### src/rtl/payout_pkg.sv
// Shared types and constants for the coin_payout dispense sequencer:
// FSM state encoding, dispense-kind encoding, default interval lengths
// and the interval-to-timer-load conversion used by the top level.
package payout_pkg;

    typedef enum logic [2:0] {
        IDLE     = 3'd0,
        DRIVE    = 3'd1,
        WAIT_ACK = 3'd2,
        GAP      = 3'd3,
        FAULT    = 3'd4
    } state_e;

    typedef enum logic [1:0] {
        KIND_PROD = 2'd0,
        KIND_20   = 2'd1,
        KIND_10   = 2'd2
    } kind_e;

    localparam int DEF_PULSE_CYCLES = 4;
    localparam int DEF_GAP_CYCLES   = 2;
    localparam int DEF_CNT_W        = 4;
    localparam int DEF_ACK_TIMEOUT  = 16;

    // Interval timer width; must hold the longest interval minus one.
    localparam int TMR_W = 8;

    // The timer counts down to zero and the interval ends on the edge that
    // sees zero, so an N-cycle interval loads N-1.
    function automatic logic [TMR_W-1:0] interval_load(input int cycles);
        if (cycles > 1) begin
            return TMR_W'(cycles - 1);
        end else begin
            return {TMR_W{1'b0}};
        end
    endfunction

endpackage

### src/rtl/payout_timer.sv
// Loadable down-counter with a zero flag. One instance is shared by the
// DRIVE pulse width, the inter-dispense GAP and the hopper-ack timeout,
// since those intervals never overlap.
module payout_timer
    import payout_pkg::*;
#(
    parameter int W = TMR_W
) (
    input  logic         clk,
    input  logic         rst_n,
    input  logic         load,
    input  logic [W-1:0] load_val,
    input  logic         dec,
    output logic         zero
);

    logic [W-1:0] cnt_r;

    // Count register: load has priority over decrement; holds at zero.
    always_ff @(posedge clk or negedge rst_n) begin
        if (!rst_n) begin
            cnt_r <= {W{1'b0}};
        end else if (load) begin
            cnt_r <= load_val;
        end else if (dec && (cnt_r != {W{1'b0}})) begin
            cnt_r <= cnt_r - W'(1);
        end else begin
            cnt_r <= cnt_r;
        end
    end

    assign zero = (cnt_r == {W{1'b0}});

endmodule

### src/rtl/coin_payout.sv
// coin_payout: queues vend/return requests and dispenses them one at a time
// on the product solenoid and 10p/20p hopper eject lines, waiting for the
// hopper coin-sensed acknowledge after each coin.
// Optional build macro COIN_PAYOUT_SUBST_EN adds the hop20_empty input: an
// empty 20p hopper converts each queued 20p into two queued 10p.
module coin_payout
    import payout_pkg::*;
#(
    parameter int PULSE_CYCLES = DEF_PULSE_CYCLES,
    parameter int GAP_CYCLES   = DEF_GAP_CYCLES,
    parameter int CNT_W        = DEF_CNT_W,
    parameter int ACK_TIMEOUT  = DEF_ACK_TIMEOUT
) (
    input  logic             clk,
    input  logic             rst,
    input  logic             vend,
    input  logic             ret10p,
    input  logic             ret20p,
    input  logic             ret20p2,
    input  logic             hop_ack,
`ifdef COIN_PAYOUT_SUBST_EN
    input  logic             hop20_empty,
`endif
    output logic             prod_sol,
    output logic             eject10,
    output logic             eject20,
    output logic             busy,
    output logic             fault,
    output logic             overflow,
    output logic [CNT_W-1:0] pend10,
    output logic [CNT_W-1:0] pend20
);

    // Sum width leaves headroom for max + 3 before saturation.
    localparam int SW = CNT_W + 2;
    localparam logic [SW-1:0]    CNT_MAX_W = SW'((1 << CNT_W) - 1);
    localparam logic [CNT_W-1:0] CNT_MAX   = CNT_W'((1 << CNT_W) - 1);

    state_e             state_r, state_nx_s;
    kind_e              kind_r, kind_nx_s;
    logic               prod_pend_r, prod_pend_nx_s;
    logic [CNT_W-1:0]   pend10_r, pend10_nx_s;
    logic [CNT_W-1:0]   pend20_r, pend20_nx_s;
    logic [SW-1:0]      sum10_s, sum20_s;
    logic               overflow_r, ovf_s;
    logic               ack_seen_r, clr_ack_s;
    logic               prod_sol_r, eject10_r, eject20_r;
    logic               busy_r, fault_r;
    logic               take_prod_s, take20_s, take10_s, subst_s;
    logic               empty20_s;
    logic               tmr_load_s, tmr_dec_s, tmr_zero_s;
    logic [TMR_W-1:0]   tmr_val_s;

`ifdef COIN_PAYOUT_SUBST_EN
    assign empty20_s = hop20_empty;
`else
    assign empty20_s = 1'b0;
`endif

    payout_timer #(
        .W (TMR_W)
    ) u_timer (
        .clk      (clk),
        .rst_n    (rst),
        .load     (tmr_load_s),
        .load_val (tmr_val_s),
        .dec      (tmr_dec_s),
        .zero     (tmr_zero_s)
    );

    // Next-state logic: arbitration in IDLE, interval sequencing elsewhere.
    always_comb begin
        state_nx_s  = state_r;
        kind_nx_s   = kind_r;
        take_prod_s = 1'b0;
        take20_s    = 1'b0;
        take10_s    = 1'b0;
        subst_s     = 1'b0;
        clr_ack_s   = 1'b0;
        tmr_load_s  = 1'b0;
        tmr_dec_s   = 1'b0;
        tmr_val_s   = {TMR_W{1'b0}};
        case (state_r)
            IDLE: begin
                if (prod_pend_r) begin
                    take_prod_s = 1'b1;
                    kind_nx_s   = KIND_PROD;
                    state_nx_s  = DRIVE;
                    clr_ack_s   = 1'b1;
                    tmr_load_s  = 1'b1;
                    tmr_val_s   = interval_load(PULSE_CYCLES);
                end else if (pend20_r != {CNT_W{1'b0}}) begin
                    if (empty20_s) begin
                        // Swap one 20p for two 10p and re-arbitrate next edge.
                        subst_s = 1'b1;
                    end else begin
                        take20_s   = 1'b1;
                        kind_nx_s  = KIND_20;
                        state_nx_s = DRIVE;
                        clr_ack_s  = 1'b1;
                        tmr_load_s = 1'b1;
                        tmr_val_s  = interval_load(PULSE_CYCLES);
                    end
                end else if (pend10_r != {CNT_W{1'b0}}) begin
                    take10_s   = 1'b1;
                    kind_nx_s  = KIND_10;
                    state_nx_s = DRIVE;
                    clr_ack_s  = 1'b1;
                    tmr_load_s = 1'b1;
                    tmr_val_s  = interval_load(PULSE_CYCLES);
                end else begin
                    state_nx_s = IDLE;
                end
            end
            DRIVE: begin
                if (tmr_zero_s) begin
                    tmr_load_s = 1'b1;
                    if (kind_r == KIND_PROD) begin
                        state_nx_s = GAP;
                        tmr_val_s  = interval_load(GAP_CYCLES);
                    end else begin
                        state_nx_s = WAIT_ACK;
                        tmr_val_s  = interval_load(ACK_TIMEOUT);
                    end
                end else begin
                    tmr_dec_s = 1'b1;
                end
            end
            WAIT_ACK: begin
                if (ack_seen_r || hop_ack) begin
                    state_nx_s = GAP;
                    tmr_load_s = 1'b1;
                    tmr_val_s  = interval_load(GAP_CYCLES);
                end else if (tmr_zero_s) begin
                    state_nx_s = FAULT;
                end else begin
                    tmr_dec_s = 1'b1;
                end
            end
            GAP: begin
                if (tmr_zero_s) begin
                    state_nx_s = IDLE;
                end else begin
                    tmr_dec_s = 1'b1;
                end
            end
            FAULT: begin
                state_nx_s = FAULT;
            end
            default: begin
                state_nx_s = FAULT;
            end
        endcase
    end

    // Queue update: new requests and service removals combine into one net
    // change per edge; anything past the counter maximum is dropped.
    always_comb begin
        prod_pend_nx_s = prod_pend_r;
        pend10_nx_s    = pend10_r;
        pend20_nx_s    = pend20_r;
        ovf_s          = 1'b0;

        if (vend) begin
            prod_pend_nx_s = 1'b1;
            ovf_s          = prod_pend_r & ~take_prod_s;
        end else if (take_prod_s) begin
            prod_pend_nx_s = 1'b0;
        end else begin
            prod_pend_nx_s = prod_pend_r;
        end

        sum10_s = {2'b00, pend10_r}
                + (ret10p   ? SW'(1) : SW'(0))
                + (subst_s  ? SW'(2) : SW'(0))
                - (take10_s ? SW'(1) : SW'(0));
        sum20_s = {2'b00, pend20_r}
                + (ret20p   ? SW'(1) : SW'(0))
                + (ret20p2  ? SW'(2) : SW'(0))
                - ((take20_s | subst_s) ? SW'(1) : SW'(0));

        if (sum10_s > CNT_MAX_W) begin
            pend10_nx_s = CNT_MAX;
            ovf_s       = 1'b1;
        end else begin
            pend10_nx_s = sum10_s[CNT_W-1:0];
        end

        if (sum20_s > CNT_MAX_W) begin
            pend20_nx_s = CNT_MAX;
            ovf_s       = 1'b1;
        end else begin
            pend20_nx_s = sum20_s[CNT_W-1:0];
        end
    end

    // State, queue and registered-output update; reset acts immediately.
    always_ff @(posedge clk or negedge rst) begin
        if (!rst) begin
            state_r     <= IDLE;
            kind_r      <= KIND_PROD;
            prod_pend_r <= 1'b0;
            pend10_r    <= {CNT_W{1'b0}};
            pend20_r    <= {CNT_W{1'b0}};
            overflow_r  <= 1'b0;
            prod_sol_r  <= 1'b0;
            eject10_r   <= 1'b0;
            eject20_r   <= 1'b0;
            busy_r      <= 1'b0;
            fault_r     <= 1'b0;
        end else begin
            state_r     <= state_nx_s;
            kind_r      <= kind_nx_s;
            prod_pend_r <= prod_pend_nx_s;
            pend10_r    <= pend10_nx_s;
            pend20_r    <= pend20_nx_s;
            overflow_r  <= overflow_r | ovf_s;
            prod_sol_r  <= (state_nx_s == DRIVE) && (kind_nx_s == KIND_PROD);
            eject10_r   <= (state_nx_s == DRIVE) && (kind_nx_s == KIND_10);
            eject20_r   <= (state_nx_s == DRIVE) && (kind_nx_s == KIND_20);
            busy_r      <= (state_nx_s != IDLE) | prod_pend_nx_s
                         | (pend10_nx_s != {CNT_W{1'b0}})
                         | (pend20_nx_s != {CNT_W{1'b0}});
            fault_r     <= (state_nx_s == FAULT);
        end
    end

    // Ack latch: a coin sensed while its eject line is still high counts.
    always_ff @(posedge clk or negedge rst) begin
        if (!rst) begin
            ack_seen_r <= 1'b0;
        end else if (clr_ack_s) begin
            ack_seen_r <= 1'b0;
        end else if ((state_r == DRIVE) && hop_ack) begin
            ack_seen_r <= 1'b1;
        end else begin
            ack_seen_r <= ack_seen_r;
        end
    end

    assign prod_sol = prod_sol_r;
    assign eject10  = eject10_r;
    assign eject20  = eject20_r;
    assign busy     = busy_r;
    assign fault    = fault_r;
    assign overflow = overflow_r;
    assign pend10   = pend10_r;
    assign pend20   = pend20_r;

endmodule

### config.mk
export PLATFORM = sky130hd
export DESIGN_NAME = coin_payout
export DESIGN_NICKNAME = d
export VERILOG_FILES = /design/src/rtl/payout_pkg.sv /design/src/rtl/payout_timer.sv /design/src/rtl/coin_payout.sv
export SDC_FILE = /design/constraint.sdc
export NUM_CORES = 1
export LEC_CHECK = 0
export ABC_AREA = 0
export ABC_CLOCK_PERIOD_IN_PS = 7500
export BUFFER_PORTS_ARGS = -buffer_cell sky130_fd_sc_hd__buf_2
export CAP_MARGIN = 10
export CORE_MARGIN = 5
export CORE_UTILIZATION = 36
export DETAILED_ROUTE_END_ITERATION = 8
export SLEW_MARGIN = 10
export SYNTH_ARGS = -nofsm -noshare
export SYNTH_HDL_FRONTEND = slang
export SYNTH_SLANG_ARGS = --single-unit
### constraint.sdc
create_clock -name clk -period 7.5 [get_ports clk]
set_input_delay 1.5 -clock clk [delete_from_list [all_inputs] [get_ports clk]]
set_output_delay 1.5 -clock clk [all_outputs]
set_load 0.01 [all_outputs]
Word-level counts from Yosys, hierarchy flattened
Cells that the tools add are included.
{"block": "op_classes", "order_cmp": 2, "n_reduce_logical": 19, "eq_ne": 7, "n_mux": 54, "n_addsub": 6, "n_bitwise": 6}
{"operator": "1-bit two-way mux", "count": 32}
{"operator": "2-bit two-way mux", "count": 8}
{"operator": "4-bit two-way mux", "count": 4}
{"operator": "8-bit two-way mux", "count": 2}
{"operator": "4-bit nonzero test", "count": 4}
{"operator": "6-bit by 4-bit greater-than comparator with 1-bit output, second input constant", "count": 2}
{"operator": "3-bit two-way mux", "count": 4}
{"operator": "3-bit one-hot mux with 4 select lines", "count": 1}
{"operator": "4-bit one-hot mux with 3 select lines", "count": 1}
{"operator": "4-bit by 1-bit adder with 5-bit output", "count": 2}
{"operator": "8-bit logical NOT", "count": 1}
{"operator": "8-bit nonzero test", "count": 1}
{"operator": "8-bit by 1-bit subtractor with 8-bit output, second input constant", "count": 1}
{"operator": "5-bit by 2-bit adder with 6-bit output", "count": 1}
{"operator": "3-bit by 1-bit equality test with 1-bit output, second input constant", "count": 2}
{"operator": "3-bit by 2-bit equality test with 1-bit output, second input constant", "count": 2}
{"operator": "5-bit by 1-bit subtractor with 6-bit output", "count": 1}
{"operator": "6-bit by 1-bit subtractor with 6-bit output", "count": 1}
{"operator": "1-bit logical AND", "count": 5}
{"operator": "2-bit logical NOT", "count": 2}
{"operator": "1-bit bitwise OR", "count": 4}
{"operator": "2-bit nonzero test", "count": 2}
{"operator": "3-bit equality test, second input constant", "count": 1}
{"operator": "3-bit logical NOT", "count": 1}
{"operator": "9 further kinds", "count": 9}
{"block": "word_totals", "output_inout_bits": 14, "word_cells": 107, "ff_bits": 29, "input_bits": 7}

Logic depth before layout (Yosys ltp)
{"block": "logic_depth", "depth_word": 12, "ltp_mapped": 16}

Cells and area by module
A second synthesis with hierarchy kept.
{"block": "hier_totals", "hier_cells": 197, "hier_area_um2": 1894.3}
{"module": "coin_payout", "area_per_inst_um2": 1348.8, "cells_each": 137, "seq_area_each_um2": 525.5, "n_inst": 1}
{"module": "payout_timer", "area_per_inst_um2": 545.5, "cells_each": 60, "seq_area_each_um2": 200.2, "n_inst": 1}

Least setup slack after synthesis
Ideal clock, no wire load.
{"block": "synth_path", "kind": "input to register", "start": "input port ret20p2", "end": "register busy_r, in the netlist busy", "required_ns": 7.361, "slack_ns": 3.891, "setup_ns": 0.139, "arrival_time_ns": 3.470, "cell_stages": 10, "cell_sequence": "inv_1 ha_1 inv_1 fa_1 a21oi_1 o21bai_1 xnor2_1 a21oi_1 nand2_1 or4_1"}
{"block": "synth_between", "elab_chain_len": 7}
{"item": "from (decl)", "line": "coin_payout.sv:19", "source": "input logic ret20p2,"}
{"item": "2-bit two-way mux *", "line": "coin_payout.sv:179", "source": "+ (ret20p2 ? SW'(2) : SW'(0))"}
{"item": "5-bit by 2-bit adder with 6-bit output *", "line": "coin_payout.sv:179"}
{"item": "6-bit by 1-bit subtractor with 6-bit output *", "line": "coin_payout.sv:180", "source": "- ((take20_s | subst_s) ? SW'(1) : SW'(0));"}
{"item": "6-bit by 4-bit greater-than comparator with 1-bit output", "line": "coin_payout.sv:189", "source": "if (sum20_s > CNT_MAX_W) begin"}
{"item": "4-bit two-way mux *", "line": "coin_payout.sv:189"}
{"item": "net pend20_nx_s[2]", "line": "coin_payout.sv:43", "source": "logic [CNT_W-1:0] pend20_r, pend20_nx_s;"}
{"item": "4-bit nonzero test *", "line": "coin_payout.sv:223", "source": "| (pend20_nx_s != {CNT_W{1'b0}});"}
{"item": "1-bit bitwise OR *", "line": "coin_payout.sv:223"}
{"item": "to (signal assigned)", "line": "coin_payout.sv:221", "source": "busy_r <= (state_nx_s != IDLE) | prod_pend_nx_s"}
{"item": "to (decl)", "line": "coin_payout.sv:48", "source": "logic busy_r, fault_r;"}
The timed path passes the listed nets; every way through them passes the cells marked *.
A chain may end at the register's enable or synchronous reset.

Worst setup path after layout
{"block": "layout_path", "start": "register pend10_r[3], in the netlist pend10[3]", "end": "register busy_r, in the netlist busy"}
{"block": "layout_between", "elab_chain_len": 12}
{"item": "from (decl)", "line": "coin_payout.sv:42", "source": "logic [CNT_W-1:0] pend10_r, pend10_nx_s;"}
{"item": "from (signal assigned)", "line": "coin_payout.sv:203", "source": "pend10_r <= {CNT_W{1'b0}};"}
{"item": "from (signal assigned)", "line": "coin_payout.sv:215", "source": "pend10_r <= pend10_nx_s;"}
{"item": "4-bit nonzero test", "line": "coin_payout.sv:104", "source": "end else if (pend10_r != {CNT_W{1'b0}}) begin"}
{"item": "1-bit two-way mux", "line": "coin_payout.sv:104"}
{"item": "1-bit two-way mux", "line": "coin_payout.sv:92", "source": "end else if (pend20_r != {CNT_W{1'b0}}) begin"}
{"item": "1-bit two-way mux", "line": "coin_payout.sv:85", "source": "if (prod_pend_r) begin"}
{"item": "1-bit two-way mux", "line": "coin_payout.sv:83", "source": "case (state_r)"}
{"item": "1-bit two-way mux", "line": "coin_payout.sv:176", "source": "- (take10_s ? SW'(1) : SW'(0));"}
{"item": "5-bit by 1-bit subtractor with 6-bit output", "line": "coin_payout.sv:176"}
{"item": "6-bit by 4-bit greater-than comparator with 1-bit output", "line": "coin_payout.sv:182", "source": "if (sum10_s > CNT_MAX_W) begin"}
{"item": "4-bit two-way mux", "line": "coin_payout.sv:182"}
{"item": "4-bit nonzero test", "line": "coin_payout.sv:222", "source": "| (pend10_nx_s != {CNT_W{1'b0}})"}
{"item": "1-bit bitwise OR *", "line": "coin_payout.sv:222"}
{"item": "1-bit bitwise OR *", "line": "coin_payout.sv:223"}
Mark *: on every way between the ends. The rest lies on a longest branch, timed or not.

==> summary.md <==
| Metric | Value |
|---|---|
| Status | `finished, final reports clean` |
| Post-cts repair resize count | `0` |
| Diodes inserted | `0` |
| Worst-Margin Slew | `736 ps` |
| Worst EP arrival | `3860 ps` |
| Area Overhead vs Synth | `14.2%` |
| Fraction of registers with async set/reset | `100%` |
| Share of cells above drive strength 1 | `19.3%` |
| Peak VDD IR | `around 0.25 mV` |
| Max-cap violations | `0` |
| # IOs | `21` |
| Critical Path RT | `7650 ps` |
| Setup TNS | `0 ps` |
| Gpl congestion | `between 0.8 and 0.9` |
| CTS buffer count | `5` |
| Synth unique cells | `47` |
| Die Ht | `80.1 µm` |
| Sequential area share after synthesis | `41.1%` |
| Flop2flop setup slack | `3790 ps` |
| HP Class | `register to register` |
| Largest delay contributor family on the critical path | `simple AND/OR/NAND/NOR gates` |
| Clk_lat worst skew | `between 200 and 300 ps` |
| CP max stage delay | `480 ps` |
| # clock sinks | `29` |
| Largest net degree at the start of global routing | `30` |
| Post-CTS Setup Bufs | `0` |
| Pwr/cell area | `454 nW/µm²` |
| Fin. max-slew vios | `0` |
| Row count | `25` |
| Largest family of logic cells by synthesized area | `simple AND/OR/NAND/NOR gates` |
| Critical path launch point type | `register` |
| Initial antenna violation count | `0` |
| Worst Path Buf+Inv | `3` |
| Worst rel slew slack | `50.5%` |
| Tot Pwr | `between 0.9 and 1 mW` |
| Main synth FF type | `dfrtp_1` |
| Setup CP Type | `register to register` |
| Final Cycle Share | `around 49%` |
| Critical path cell sequence | `inv_1, ha_1, nor3b_1, nor2_1, and2_1, ha_1, inv_1, ha_1, inv_1, fa_1, nand2b_1, a21oi_1, or3_2, and3_2, nand4b_1, or4_1` |
| Crit. End Element | `register` |
| H-Tree Depth | `2` |
| Min Tclk post-route | `~3700 ps` |
| DR vias | `1266` |
| Via density | `between 4 and 5` |
| Finish-stage setup viols | `0` |
| Number of routed nets with antenna violations | `0` |
| LEAKAGE | `about 0.98 nW` |
| PortBufs | `20` |
| CTS tree | `done` |
| Avg Cell Area, Syn | `approximately 10 µm²` |
| DR iter-0 viols | `38` |
| Syn Inst Count | `around 180` |
| Post-synth EDFFs | `0` |
| CTS clk-pin slew, worst paths | `around 60 ps` |
| Post-synthesis cell area | `roughly 1800 µm²` |
| GRT overflow | `0` |
| Die X-Extent | `80.1 µm` |
| Slowest CP cell | `nor3b_1` |
| Root Buffer | `clkbuf_8` |
| Nets@finish | `roughly 230` |
| Routed Wire Length | `3400 µm` |
| Hold-fix buffers, CTS | `0` |
| Post-Synth Adder-Cell Area | `between 10 and 15%` |
| Initial Utilization | `37.2%` |
| Max Root-Sink Buffers | `2` |
| Synth Area in Simple Gates | `19.7%` |
| First-pass GRT wire length | `around 6000 µm` |
| Final hold vios | `0` |
| Core Area | `about 4800 µm²` |
| RSZ-0062 raised after global routing | `false` |
| Post-DR wirelength/cell | `12.6 µm` |
| All-Layer GR Usage | `12.2%` |
| Pre-antenna DRT Iters | `4` |
| Post-Synth XOR/XNOR Area | `4.96%` |
| Fmax | `approximately 270 MHz` |
| Dpl hpwl | `around 2700 µm` |
| Yosys reg bits | `29` |
| Syn nets | `202` |
| Complex-gate fraction of the synthesized area | `14.8%` |
| Yosys warning count | `0` |
| Drc violations | `0` |
| Worst-case clock skew | `3.72 ps` |
| Die area | `6410 µm²` |
| Critical-path maximum fanout | `5` |
| Post-synthesis mux area share | `0%` |
| Vias in the first global route | `roughly 1300` |
==> tightest hold or removal path: stages (launching register included) <==
cell,delay [ps]
dfrtp_1,350
a31oi_1,50
nand3_1,70
==> where the power goes <==
| part | switching [mW] | total [mW] | internal, mW |
|---|---|---|---|
| registers | 0.0611 | 0.283 | 0.222 |
| logic | 0.292 | 0.511 | 0.219 |
| clock network | 0.0564 | 0.122 | 0.0658 |
==> synthesized netlist by cell type, types with 2 or more instances <==
master,n,area share (%)
dfrtp_1,29,41
inv_1,24,5.1
ha_1,16,11
nor2_1,12,2.5
a21oi_1,11,3.1
nand2b_1,9,3.2
o21ai_0,7,2.0
xnor2_1,7,3.5
nand2_1,6,1.3
nor3_1,5,1.4
o211ai_1,3,1.3
xor2_1,3,1.5
a21o_1,2,0.85
a22o_2,2,1.1
a31oi_1,2,0.71
a41o_1,2,1.1
and3_2,2,0.85
buf_2,2,0.57
fa_1,2,2.3
nor3b_1,2,0.85
nor4b_1,2,0.99
o21bai_1,2,0.85
==> layout make-up <==
type                    instances  area (µm²)
multi-input cells             121         937
fillers                       493        2740
flip-flops and latches         29         726
inverters                      24        90.1
well taps                      67        83.8
repair buffers                 20         100
clock buffers                   8        80.1
==> cells by family (layout without fill, tap and decap cells) <==
group | count (synthesis) | after routing
adders and majority gates | 18 | 18
buffers and inverters | 27 | 52
AOI/OAI and AO/OA | 37 | 37
DFF | 29 | 29
xor gates and xnor gates | 10 | 10
and+or+nand+nor | 56 | 56
==> registers in the layout, indices dropped and copies added (netlist names), 2 cells and up <==
name           cells
pend10             4
pend20             4
state_r            3
kind_r             2
u_timer.cnt_r      8
==> layer usage <==
metal | wire length, µm | vias to the layer above | track usage, %
met4 | 43 | 0 | 4.05
met1 | 1720 | 591 | 16.5
li1 | - | 653 | -
met3 | 106 | 4 | 4.37
met5 | 0 | - | 0
met2 | 1530 | 18 | 18.0
==> final timing paths <==
kind                       startpoint         end  depth (start not counted)
max                         pend10[3]        busy                         16
max reg2reg                 pend10[3]        busy                         16
min reg2reg                  overflow    overflow                          2
min                          overflow    overflow                          2
min in group asynchronous         rst  ack_seen_r                          1
max in group asynchronous         rst   pend10[2]                          1
==> metrics by stage <==
step | hold WS, ps | std cells | instance area (µm²) | setup WS [ps] | utilization [%]
after global placement | 498 | 261 | 1940 | 3730 | 40.7
after floorplan | 485 | 177 | 1770 | 3890 | -
after CTS | 522 | 269 | 2020 | 3750 | 42.4
final | 502 | 269 | 2020 | 3790 | 42.4
after detailed placement | 510 | 261 | 1940 | 3620 | 40.7
after global routing | 532 | 269 | 2020 | 3470 | 42.4
==> layout by cell type, fill, tap and decap left out, types with 2 or more instances in the layout <==
master and count:
a41o_1 2, o211ai_1 3, nand2_1 6, nor3_1 5, a31oi_1 2, o21bai_1 2
a21o_1 2, dfrtp_1 29, and3_2 2, fa_1 2, clkbuf_1 3, xor2_1 3
nor2_1 12, o21ai_0 7, xnor2_1 7, ha_1 16, nor3b_1 2, nand2b_1 9
inv_1 24, a21oi_1 11, clkbuf_8 5, nor4b_1 2, buf_2 20, a22o_2 2
Note: power is estimated with default switching activity, not from simulation.
